--- config.mk ---
export PLATFORM = sky130hd
export DESIGN_NAME = alu_md
export DESIGN_NICKNAME = d
export VERILOG_FILES = /design/src/rtl/alu_pkg.sv /design/src/rtl/alu_md_muldiv_iter.sv /design/src/rtl/alu_md.sv
export SDC_FILE = /design/constraint.sdc
export NUM_CORES = 1
export LEC_CHECK = 0
export CAP_MARGIN = 20
export CORE_MARGIN = 3
export CORE_UTILIZATION = 35
export CTS_BUF_LIST = sky130_fd_sc_hd__clkbuf_4 sky130_fd_sc_hd__clkbuf_8
export CTS_CLUSTER_DIAMETER = 40
export CTS_CLUSTER_SIZE = 30
export DETAILED_ROUTE_END_ITERATION = 6
export GPL_TIMING_DRIVEN = 0
export HOLD_SLACK_MARGIN = 0.02
export SYNTH_ARGS = -nofsm -noshare
export SYNTH_HDL_FRONTEND = slang
export SYNTH_SLANG_ARGS = --single-unit
--- constraint.sdc ---
create_clock -name clk -period 6.93 [get_ports clk]
set_input_delay 1.386 -clock clk [delete_from_list [all_inputs] [get_ports clk]]
set_output_delay 1.386 -clock clk [all_outputs]
set_load 0.05 [all_outputs]
--- src/rtl/alu_pkg.sv ---
// Opcode encodings, FSM state type and opcode classification helpers for alu_md.
package alu_pkg;

  localparam int unsigned OPW = 5;
  typedef logic [OPW-1:0] op_t;

  localparam op_t ALU_ADD    = 5'd0;
  localparam op_t ALU_SUB    = 5'd1;
  localparam op_t ALU_SLT    = 5'd2;
  localparam op_t ALU_SLTU   = 5'd3;
  localparam op_t ALU_SGE    = 5'd4;
  localparam op_t ALU_SGEU   = 5'd5;
  localparam op_t ALU_AND    = 5'd6;
  localparam op_t ALU_OR     = 5'd7;
  localparam op_t ALU_XOR    = 5'd8;
  localparam op_t ALU_SEQ    = 5'd9;
  localparam op_t ALU_SNE    = 5'd10;
  localparam op_t ALU_SL     = 5'd11;
  localparam op_t ALU_SR     = 5'd12;
  localparam op_t ALU_SRA    = 5'd13;
  localparam op_t ALU_MUL    = 5'd16;
  localparam op_t ALU_MULH   = 5'd17;
  localparam op_t ALU_MULHSU = 5'd18;
  localparam op_t ALU_MULHU  = 5'd19;
  localparam op_t ALU_DIV    = 5'd20;
  localparam op_t ALU_DIVU   = 5'd21;
  localparam op_t ALU_REM    = 5'd22;
  localparam op_t ALU_REMU   = 5'd23;

  typedef enum logic [1:0] {
    ST_IDLE = 2'd0,
    ST_BUSY = 2'd1,
    ST_DONE = 2'd2
  } state_t;

  function automatic logic is_long_op(input op_t op);
    return (op >= ALU_MUL) && (op <= ALU_REMU);
  endfunction

  function automatic logic is_mul_op(input op_t op);
    return (op >= ALU_MUL) && (op <= ALU_MULHU);
  endfunction

  function automatic logic is_div_op(input op_t op);
    return (op >= ALU_DIV) && (op <= ALU_REMU);
  endfunction

  // rs1 interpreted as two's complement
  function automatic logic is_signed_op(input op_t op);
    return op inside {ALU_MULH, ALU_MULHSU, ALU_DIV, ALU_REM};
  endfunction

  // rs2 interpreted as two's complement
  function automatic logic rs2_signed_op(input op_t op);
    return op inside {ALU_MULH, ALU_DIV, ALU_REM};
  endfunction

  // result taken from the upper half (high product word or remainder)
  function automatic logic is_hi_op(input op_t op);
    return op inside {ALU_MULH, ALU_MULHSU, ALU_MULHU, ALU_REM, ALU_REMU};
  endfunction

endpackage

--- src/rtl/alu_md_muldiv_iter.sv ---
// Iterative multiply (shift-add) / divide (restoring) engine, one result bit per cycle.
module muldiv_iter
  import alu_pkg::*;
#(
  parameter int unsigned XLEN = 32,
  parameter int unsigned CNTW = $clog2(XLEN) + 1
) (
  input  logic            clk,
  input  logic            rst_n,
  input  logic            start,
  input  logic            flush,
  input  logic [4:0]      op,
  input  logic [XLEN-1:0] oper1,
  input  logic [XLEN-1:0] oper2,
  output logic            done_c,
  output logic [XLEN-1:0] result_c
);

  localparam int unsigned W2 = 2 * XLEN;

  logic [W2-1:0]   acc_q, acc_nxt;
  logic [XLEN-1:0] opnd_q;
  logic [CNTW-1:0] cnt_q;
  logic            mul_q, hi_q, neg_q;

  logic            s1_c, s2_c;
  logic [XLEN-1:0] mag1_c, mag2_c;
  logic [XLEN:0]   sum_c, rem_sh_c, diff_c;
  logic [W2-1:0]   prod_fix_c;
  logic [XLEN-1:0] div_sel_c;

  // Operand magnitudes and sign flags at start
  always_comb begin
    s1_c   = is_signed_op(op) & oper1[XLEN-1];
    s2_c   = rs2_signed_op(op) & oper2[XLEN-1];
    mag1_c = s1_c ? -oper1 : oper1;
    mag2_c = s2_c ? -oper2 : oper2;
  end

  // One iteration: acc = {partial product | remainder, multiplier | dividend/quotient}
  always_comb begin
    sum_c    = {1'b0, acc_q[W2-1:XLEN]} + (acc_q[0] ? {1'b0, opnd_q} : {(XLEN+1){1'b0}});
    rem_sh_c = acc_q[W2-1:XLEN-1];
    diff_c   = rem_sh_c - {1'b0, opnd_q};
    if (mul_q) begin
      acc_nxt = {sum_c, acc_q[XLEN-1:1]};
    end else begin
      acc_nxt = {(diff_c[XLEN] ? rem_sh_c[XLEN-1:0] : diff_c[XLEN-1:0]),
                 acc_q[XLEN-2:0], ~diff_c[XLEN]};
    end
  end

  // Sign fix-up applied to the final iteration's value
  always_comb begin
    prod_fix_c = neg_q ? -acc_nxt : acc_nxt;
    div_sel_c  = hi_q ? acc_nxt[W2-1:XLEN] : acc_nxt[XLEN-1:0];
    if (mul_q) begin
      result_c = hi_q ? prod_fix_c[W2-1:XLEN] : prod_fix_c[XLEN-1:0];
    end else begin
      result_c = neg_q ? -div_sel_c : div_sel_c;
    end
    done_c = (cnt_q == CNTW'(1));
  end

  always_ff @(posedge clk or negedge rst_n) begin
    if (!rst_n) begin
      acc_q  <= '0;
      opnd_q <= '0;
      cnt_q  <= '0;
      mul_q  <= 1'b0;
      hi_q   <= 1'b0;
      neg_q  <= 1'b0;
    end else if (flush) begin
      cnt_q <= '0;
    end else if (start) begin
      cnt_q  <= CNTW'(XLEN);
      mul_q  <= is_mul_op(op);
      hi_q   <= is_hi_op(op);
      // remainder takes the dividend's sign, everything else the xor of signs
      neg_q  <= (op == ALU_REM) ? s1_c : (s1_c ^ s2_c);
      opnd_q <= is_mul_op(op) ? mag1_c : mag2_c;
      acc_q  <= {{XLEN{1'b0}}, (is_mul_op(op) ? mag2_c : mag1_c)};
    end else if (cnt_q != '0) begin
      acc_q <= acc_nxt;
      cnt_q <= cnt_q - CNTW'(1);
    end
  end

endmodule

--- src/rtl/alu_md.sv ---
// Handshaked EX-stage integer ALU with RV32M/RV64M multiply/divide.
// Define FAST_MUL_EN for single-cycle multiplies; divides always iterate.
module alu_md
  import alu_pkg::*;
#(
  parameter int unsigned XLEN = 32,
  parameter int unsigned SHW  = $clog2(XLEN),
  parameter int unsigned CNTW = $clog2(XLEN) + 1
) (
  input  logic            clk,
  input  logic            rst_n,
  input  logic            flush,
  input  logic            in_valid,
  output logic            in_ready,
  input  logic [4:0]      alu_op,
  input  logic [XLEN-1:0] oper1,
  input  logic [XLEN-1:0] oper2,
  output logic            out_valid,
  input  logic            out_ready,
  output logic [XLEN-1:0] alu_out,
  output logic            busy
);

  localparam logic [XLEN-1:0] MIN_NEG  = {1'b1, {(XLEN-1){1'b0}}};
  localparam logic [XLEN-1:0] ALL_ONES = '1;

  state_t          state_q, state_nxt;
  logic            accept_c, go_long_c, eng_start_c, eng_done_c;
  logic            div_zero_c, div_ovf_c, special_c, fast_mul_c;
  logic [XLEN-1:0] special_res_c, fast_res_c, short_res_c, eng_res_c;
  logic [SHW-1:0]  shamt;

  assign shamt = oper2[SHW-1:0];

`ifdef FAST_MUL_EN
  logic [2*XLEN-1:0] ext1_c, ext2_c, fprod_c;

  // Extend to 2*XLEN so a modular product yields the signed/unsigned high word
  always_comb begin
    ext1_c     = {{XLEN{is_signed_op(alu_op) & oper1[XLEN-1]}}, oper1};
    ext2_c     = {{XLEN{rs2_signed_op(alu_op) & oper2[XLEN-1]}}, oper2};
    fprod_c    = ext1_c * ext2_c;
    fast_res_c = is_hi_op(alu_op) ? fprod_c[2*XLEN-1:XLEN] : fprod_c[XLEN-1:0];
  end
  assign fast_mul_c = is_mul_op(alu_op);
`else
  assign fast_res_c = '0;
  assign fast_mul_c = 1'b0;
`endif

  // Divide corner cases resolved at accept without iterating
  always_comb begin
    div_zero_c = is_div_op(alu_op) & (oper2 == '0);
    div_ovf_c  = ((alu_op == ALU_DIV) | (alu_op == ALU_REM)) &
                 (oper1 == MIN_NEG) & (oper2 == ALL_ONES);
    special_c  = div_zero_c | div_ovf_c;
    if (div_zero_c) special_res_c = is_hi_op(alu_op) ? oper1 : ALL_ONES;
    else            special_res_c = is_hi_op(alu_op) ? '0 : oper1;
    go_long_c  = is_long_op(alu_op) & ~special_c & ~fast_mul_c;
  end

  // Single-cycle datapath; unknown opcodes fall through to ADD
  always_comb begin
    short_res_c = oper1 + oper2;
    case (alu_op)
      ALU_SUB:  short_res_c = oper1 - oper2;
      ALU_SLT:  short_res_c = XLEN'($signed(oper1) < $signed(oper2));
      ALU_SLTU: short_res_c = XLEN'(oper1 < oper2);
      ALU_SGE:  short_res_c = XLEN'($signed(oper1) >= $signed(oper2));
      ALU_SGEU: short_res_c = XLEN'(oper1 >= oper2);
      ALU_AND:  short_res_c = oper1 & oper2;
      ALU_OR:   short_res_c = oper1 | oper2;
      ALU_XOR:  short_res_c = oper1 ^ oper2;
      ALU_SEQ:  short_res_c = XLEN'(oper1 == oper2);
      ALU_SNE:  short_res_c = XLEN'(oper1 != oper2);
      ALU_SL:   short_res_c = oper1 << shamt;
      ALU_SR:   short_res_c = oper1 >> shamt;
      ALU_SRA:  short_res_c = $signed(oper1) >>> shamt;
      default: begin
        if (special_c)       short_res_c = special_res_c;
        else if (fast_mul_c) short_res_c = fast_res_c;
      end
    endcase
  end

  muldiv_iter #(
    .XLEN (XLEN),
    .CNTW (CNTW)
  ) u_muldiv_iter (
    .clk      (clk),
    .rst_n    (rst_n),
    .start    (eng_start_c),
    .flush    (flush),
    .op       (alu_op),
    .oper1    (oper1),
    .oper2    (oper2),
    .done_c   (eng_done_c),
    .result_c (eng_res_c)
  );

  always_ff @(posedge clk or negedge rst_n) begin
    if (!rst_n) begin
      state_q   <= ST_IDLE;
      out_valid <= 1'b0;
      busy      <= 1'b0;
    end else begin
      state_q   <= state_nxt;
      out_valid <= (state_nxt == ST_DONE);
      busy      <= (state_nxt == ST_BUSY);
    end
  end

  // Next state; flush wins over any request or completion
  always_comb begin
    state_nxt = state_q;
    if (flush) begin
      state_nxt = ST_IDLE;
    end else begin
      case (state_q)
        ST_IDLE: begin
          if (accept_c) state_nxt = go_long_c ? ST_BUSY : ST_DONE;
        end
        ST_BUSY: begin
          if (eng_done_c) state_nxt = ST_DONE;
        end
        ST_DONE: begin
          if (accept_c)       state_nxt = go_long_c ? ST_BUSY : ST_DONE;
          else if (out_ready) state_nxt = ST_IDLE;
        end
        default: state_nxt = ST_IDLE;
      endcase
    end
  end

  // Handshake decode
  always_comb begin
    in_ready    = (state_q == ST_IDLE) | ((state_q == ST_DONE) & out_ready);
    accept_c    = in_valid & in_ready & ~flush;
    eng_start_c = accept_c & go_long_c;
  end

  // Result register holds until the next completion
  always_ff @(posedge clk or negedge rst_n) begin
    if (!rst_n) begin
      alu_out <= '0;
    end else if (accept_c && !go_long_c) begin
      alu_out <= short_res_c;
    end else if ((state_q == ST_BUSY) && eng_done_c && !flush) begin
      alu_out <= eng_res_c;
    end
  end

endmodule

==> flow_summary.json, run 1 <==
{
  "final_cell_mix": "nand2_1 (389), o21ai_0 (355), nor2_1 (324)",
  "status": "finished with violations",
  "die_h_um": 277.1,
  "finalHoldViolCount": 0,
  "initial_core_util_pct": 35.67,
  "clk_latency_ns": 0.54,
  "worst_ep_arrival_time_ns": 7.47,
  "dpl.hpwl_um": 147900,
  "synth_top_area_share_pct": 13.72,
  "fillers": 7896,
  "port_buffers": 103,
  "synth_edf_count": 0,
  "synth-seq-cells": 141,
  "cellPowerDensity_nw_per_um2": 378.2,
  "worst_pin_slew_ns": 1.145,
  "gp_congestion": 1.075,
  "criticalPathCategory": "reg -> reg",
  "grt_pass1_vias": 30640,
  "clkSinkCount": 141,
  "num_vias": 32460,
  "cts-root-buf": "clkbuf_8",
  "io_pins": 109,
  "fp-row-count": 98,
  "postRouteAntennaNets": 0,
  "instances_no_fill": 4792,
  "grt_overflow_total": 0,
  "finalSetupTns_ns": -0.4204,
  "grt_pass1_wl_um": 244300,
  "violations": "design-rule violations, negative setup slack",
  "die-area_um2": 76770,
  "layout_commonest_cell": "nand2_1",
  "drc_errors": 3,
  "start_kind": "register",
  "slew_headroom_pct": 23.66,
  "synthesis.nets": 3930,
  "clk_pin_slew_ns": 0.12,
  "synth-main-ff-cell": "dfrtp_1",
  "cp.required_ns": 7.32,
  "yosysWarningCount": 0,
  "endpoint_kind": "register",
  "finalSetupViolations": 6,
  "worstHoldPathType": "reg -> reg",
  "period_minus_slack_ns": 7.084,
  "syn_inst": 3684,
  "ys_async_sr_fraction_pct": 100.0,
  "worstPathCellList": "clkbuf_1 > clkbuf_1 > clkbuf_1 > clkbuf_1 > buf_1 > clkbuf_1 > nand2_1 > o21ai_0 > ha_1 > inv_1 > nand4bb_1 > nor4_1 > a21oi_1 > xnor2_1 > o221ai_1",
  "postPlaceCellArea_um2": 28080,
  "crit_cells": 15,
  "skew_ns": 0.03484,
  "drtIter0Drc": 4259,
  "placed_cells": 4749,
  "via_per_inst": 6.773,
  "die_w_um": 277.1,
  "syn-cell-area_um2": 25720,
  "clock_tree.buffer_depth": 2,
  "ir_drop_mv": 0.2510,
  "crit_buf_inv": 7,
  "finalNetCount": 4065,
  "cap_violations": 0,
  "syn_to_final_growth_pct": 11.72,
  "antenna_found_initial": 11,
  "slowest_stage": "nor4_1",
  "drive_gt1_share_pct": 6.080,
  "ys_types": 105,
  "hold_buffers": 0,
  "worst-r2r-cell-count": 15,
  "cp_slowest_stage_delay_ns": 1.04,
  "postLayoutCellArea_um2": 28730,
  "tritoncts": "yes",
  "synth_largest_area_cell": "dfrtp_1",
  "path_common_cell": "clkbuf_1",
  "cts_buffers": 17,
  "yosys-top-cells-area": "dfrtp_1 (14%), ha_1 (8.2%), o21ai_0 (6.9%)",
  "ys_seq_area_share_pct": 13.72,
  "wl_per_cell_um": 37.14,
  "htreeDepth": 4,
  "core_um2": 72100,
  "drtPass1Iterations": 7,
  "timing.hold.ws_ns": 0.5025,
  "report.final.slew_viol_count": 0,
  "leakage_nw": 11.30,
  "grtUsageTotal_pct": 44.45,
  "syn_avg_cell_area_um2": 6.981,
  "cp_max_fo": 10,
  "post-route-period-util_pct": 102.2,
  "grt_max_degree": 77,
  "fmax_ghz": 0.1412,
  "drt_wl_total_um": 178000,
  "min_path_cells": 2,
  "setup_slack_ns": -0.1541,
  "cp_top_family": "buffers and inverters"
}
worst reg2reg max path: cells and delay by family, from the launching register on:
family                   cells  cell delay (ns)
AO/OA/AOI/OAI                3             0.51
XOR/XNOR                     1             0.28
adder cells (fa/ha/maj)      1             0.23
buffers and inverters        7             3.89
flip-flops                   1             0.45
AND/OR/NAND/NOR              3             1.60
registers in the layout, indices dropped and copies added (netlist names):
register,count
u_muldiv_iter.mul_q,1
u_muldiv_iter.cnt_q,6
u_muldiv_iter.opnd_q,32
state_q,2
alu_out,32
u_muldiv_iter.neg_q,1
u_muldiv_iter.hi_q,1
out_valid,1
u_muldiv_iter.acc_q,64
busy,1
final cells by class:
class	instances	area, µm²	share of cell area (%)
Multi-Input combinational cell	3109	20650	71.85
Sequential cell	141	3530	12.28
Timing Repair Buffer	122	1206	4.198
Tap cell	950	1189	4.137
Buffer	269	1142	3.976
Inverter	159	611.8	2.129
Clock buffer	17	234.0	0.8143
Clock inverter	15	150.1	0.5225
Antenna cell	10	25.02	0.08709
cells in the mapped netlist, types with 12 or more instances:
cell type and number:
o211ai_1 89, ha_1 168, and3_1 25, nand2b_1 32, a211oi_1 66, o31ai_1 63, mux4_2 15, a31oi_1 50
or3_1 43, a21o_1 41, or2_2 18, o21ai_0 357, a22oi_1 33, a211o_1 20, and2_1 51, a21boi_0 12
nor2b_1 27, nand4_1 41, xor2_1 59, dfrtp_1 141, nand2_1 389, nor2_1 325, a21oi_1 291, mux2_2 27
o21a_1 25, o2111ai_1 16, clkbuf_1 198, mux2i_1 128, buf_1 42, o211a_1 12, a2111oi_0 16, inv_1 155
o22ai_1 19, o221ai_1 18, o41ai_1 12, nor3_1 92, xnor2_1 165, nor3b_1 12, nor4_1 36, a221oi_1 33
o21bai_1 20, nand3_1 88, buf_2 27
path summary, 6_finish.rpt:
path / slack (ns) / startpoint / to
max: -0.15 / u_muldiv_iter.hi_q / alu_out[26]
min: 0.50 / alu_out[30] / alu_out[30]
max reg2reg: -0.15 / u_muldiv_iter.hi_q / alu_out[26]
min reg2reg: 0.50 / alu_out[30] / alu_out[30]
max in group asynchronous: 5.15 / rst_n / u_muldiv_iter.acc_q[31]
min in group asynchronous: 0.88 / rst_n / u_muldiv_iter.opnd_q[7]
through the flow:
step	utilization, %	power (mW)	worst slack (ns)
finish	39.85	10.87	-0.1541
floorplan	-	6.684	1.512
CTS	39.63	10.46	0.02657
global route	39.82	11.34	-0.02010
detailed placement	38.94	9.635	-2.155
global placement	38.75	9.666	-2.329
what timing repair did:
| action | CTS | global route |
|---|---|---|
| endpoints found under the hold margin | 0 | 0 |
| setup buffers | 1 | 4 |
| resized for setup | 34 | 40 |
| setup endpoints to repair | 132 | 88 |
| pin swaps | 1 | 2 |
report_power, final:
group	total (mW)	internal (mW)	switching, mW
clock	0.739	0.295	0.445
sequential	1.59	1.11	0.474
combinational	8.54	2.72	5.82
kinds of logic (layout without fill, tap and decap cells):
logic type	Yosys count	in the layout	synth area share (%)
xor gates and xnor gates	224	224	7.628
AOI/OAI and AO/OA	1317	1317	33.45
DFF	141	141	13.72
buffers and inverters	434	582	6.670
and+or+nand+nor	1224	1224	22.49
muxes	172	172	7.565
other	0	10	0
adders and majority gates	172	172	8.484
per-layer routing:
| metal | global-route usage, % | part of all wire (%) |
|---|---|---|
| met5 | 0 | 0.034 |
| met4 | 38.52 | 11 |
| met3 | 8.464 | 8.1 |
| met2 | 71.50 | 44 |
| met1 | 50.53 | 37 |
Note: power is estimated with default switching activity, not from simulation.
==> inputs of run 2 (changes only) <==
Settings changed: ABC_CLOCK_PERIOD_IN_PS from default to 6930, REMOVE_ABC_BUFFERS from default to 1.
==> run 2 against run 1 <==
Effect of this change: the flow now finishes without violations; maximum frequency grew 5.1%; sequential share of layout area up 0.29 points; global-route usage fell by 16 points; die area unchanged; clock power about the same; register-to-register slack better by 0.43 ns; clock skew down 0.018 ns; setup slack better by 0.35 ns; critical endpoint is now alu_out[0].
==> flow_summary.json, run 2 (same netlist as run 1, synthesis figures left out) <==
{
  "worst-r2r-cell-count": 16,
  "path_common_cell": "a21oi_1",
  "clock_tree.buffer_depth": 2,
  "drc_errors": 0,
  "drt_wl_total_um": 115200,
  "start_kind": "input pin",
  "cts_buffers": 17,
  "final_cell_mix": "nand2_1 (389), o21ai_0 (357), nor2_1 (323)",
  "worst_ep_arrival_time_ns": 7.17,
  "worstHoldPathType": "reg -> reg",
  "top_register": "u_muldiv_iter.acc_q",
  "tritoncts": "yes",
  "leakage_nw": 11.11,
  "slew_headroom_pct": 13.82,
  "postRouteAntennaNets": 0,
  "postLayoutCellArea_um2": 28130,
  "grt_overflow_total": 0,
  "finalSetupTns_ns": 0,
  "fillers": 7654,
  "clk_pin_slew_ns": 0.09,
  "hold-path-endpoint": "u_muldiv_iter.opnd_q[28]",
  "timing.rr.end": "alu_out[29]",
  "p_total_mw": 9.785,
  "status": "finished clean",
  "min_from": "u_muldiv_iter.opnd_q[28]",
  "report.final.slew_viol_count": 0,
  "layout_commonest_cell": "nand2_1",
  "grt_max_degree": 91,
  "slowest_stage": "a2111oi_2",
  "die_h_um": 277.1,
  "antenna_found_initial": 4,
  "criticalPathCategory": "in -> reg",
  "reg_top3": "u_muldiv_iter.acc_q (64), alu_out (32), u_muldiv_iter.opnd_q (32)",
  "placed_cells": 4513,
  "cts-root-buf": "clkbuf_8",
  "grt_pass1_vias": 26470,
  "syn_to_final_growth_pct": 9.374,
  "grt_pass1_wl_um": 170600,
  "ir_drop_mv": 0.1577,
  "hold_buffers": 0,
  "post_cts_buffers": 0,
  "io_pins": 109,
  "drive_gt1_share_pct": 5.949,
  "cp_max_fo": 43,
  "htreeDepth": 4,
  "period_minus_slack_ns": 6.738,
  "cp_slowest_stage_delay_ns": 0.99,
  "gp_congestion": 1.094,
  "clkSinkCount": 141,
  "crit_buf_inv": 2,
  "endpoint_kind": "register",
  "port_buffers": 108,
  "r2r_slack_ns": 0.28,
  "num_vias": 28820,
  "instances_no_fill": 4548,
  "die_w_um": 277.1,
  "cellPowerDensity_nw_per_um2": 347.8,
  "finalNetCount": 3830,
  "place_ws_ns": -0.9760,
  "wl_per_cell_um": 25.34,
  "cap_violations": 0,
  "via_per_inst": 6.337,
  "min_path_cells": 2,
  "skew_ns": 0.01687,
  "fp-row-count": 98,
  "setup_slack_ns": 0.1924,
  "drtPass1Iterations": 6,
  "post-route-period-util_pct": 97.22,
  "grt_setup_unrepaired": "false",
  "grtUsageTotal_pct": 28.66,
  "initial_core_util_pct": 35.67,
  "postPlaceCellArea_um2": 27630,
  "clk_latency_ns": 0.51,
  "die-area_um2": 76770,
  "cp_top_family": "compound AO/OA/AOI/OAI gates",
  "finalHoldViolCount": 0,
  "fmax_ghz": 0.1484,
  "timing.rr.start": "u_muldiv_iter.opnd_q[19]",
  "largest_register_ffs": 64,
  "finalSetupViolations": 0,
  "core_um2": 72100,
  "worstPathCellList": "buf_2 > inv_2 > ha_1 > nor2b_1 > o21ai_0 > a21oi_1 > o22ai_1 > o211ai_1 > a21o_1 > a21oi_1 > o21bai_1 > a211o_1 > xor2_1 > or3_1 > a2111oi_2 > o22a_1",
  "cp.required_ns": 7.37,
  "dpl.hpwl_um": 92560,
  "drtIter0Drc": 3613,
  "worst_pin_slew_ns": 1.277
}
==> run 2: timing repair <==
item / 4_1_cts / 5_1_grt
cloned: 0 / 0
endpoints found under the setup margin: 14 / 13
resized for setup: 7 / 7
==> run 2: how the worst max path moves through the flow <==
stage,slack (ns),end,cells past startpoint,from
6_report,0.19,alu_out[0],16,oper2[2]
5_1_grt,0.04,alu_out[22],24,u_muldiv_iter.acc_q[31]
4_1_cts,0.02,alu_out[0],16,oper2[4]
3_5_place_dp,-0.98,alu_out[0],16,oper2[4]
3_3_place_gp,-23.26,u_muldiv_iter.acc_q[25],14,oper2[1]
2_1_floorplan,-6.62,u_muldiv_iter.acc_q[14],13,oper2[0]
==> run 2: layout make-up <==
| cell class | instances | area [µm²] | area share, % |
|---|---|---|---|
| Sequential cell | 141 | 3538 | 12.58 |
| Inverter | 159 | 599.3 | 2.131 |
| Antenna cell | 1 | 2.502 | 0.008896 |
| Clock inverter | 15 | 173.9 | 0.6182 |
| Clock buffer | 17 | 234.0 | 0.8317 |
| Multi-Input combinational cell | 3109 | 20610 | 73.27 |
| Timing Repair Buffer | 156 | 1782 | 6.334 |
| Tap cell | 950 | 1189 | 4.225 |
==> run 2: worst reg2reg max path, stage by stage (launching register included) <==
cell and delay (ns):
dfrtp_1 0.49, inv_1 0.08, ha_1 0.50, nand4_1 0.27
nor4_1 0.66, o211ai_1 0.34, a211oi_4 0.96, buf_16 0.24
buf_8 0.16, mux2i_1 0.33, a21bo_1 0.28, or3_1 0.41
or4_1 0.71, nor3_2 0.21, mux2i_1 0.10, o41ai_1 0.60
o211ai_1 0.18
==> run 2: power by group <==
part / internal [mW] / leakage [nW] / switching [mW] / total (mW)
logic: 2.70 / 9.16 / 4.77 / 7.47
registers: 1.11 / 1.76 / 0.459 / 1.57
clock network: 0.331 / 0.194 / 0.407 / 0.738
total: 4.15 / 11.1 / 5.64 / 9.79
==> run 2: metal layers <==
metal | vias to the layer above | GRT usage (%) | share of wire, %
met3 | 217 | 3.077 | 7.7
li1 | 13410 | - | -
met5 | - | 0 | 0
met4 | 0 | 13.00 | 5.0
met1 | 13790 | 39.06 | 43
met2 | 1402 | 45.53 | 44
==> run 2: metrics by stage <==
step	hold slack, ns	utilization (%)
6_report	0.5131	39.02
5_1_grt	0.5576	39.02
4_1_cts	0.5232	38.94
3_5_place_dp	0.5044	38.32
3_3_place_gp	0.5076	37.27
2_1_floorplan	0.4632	-
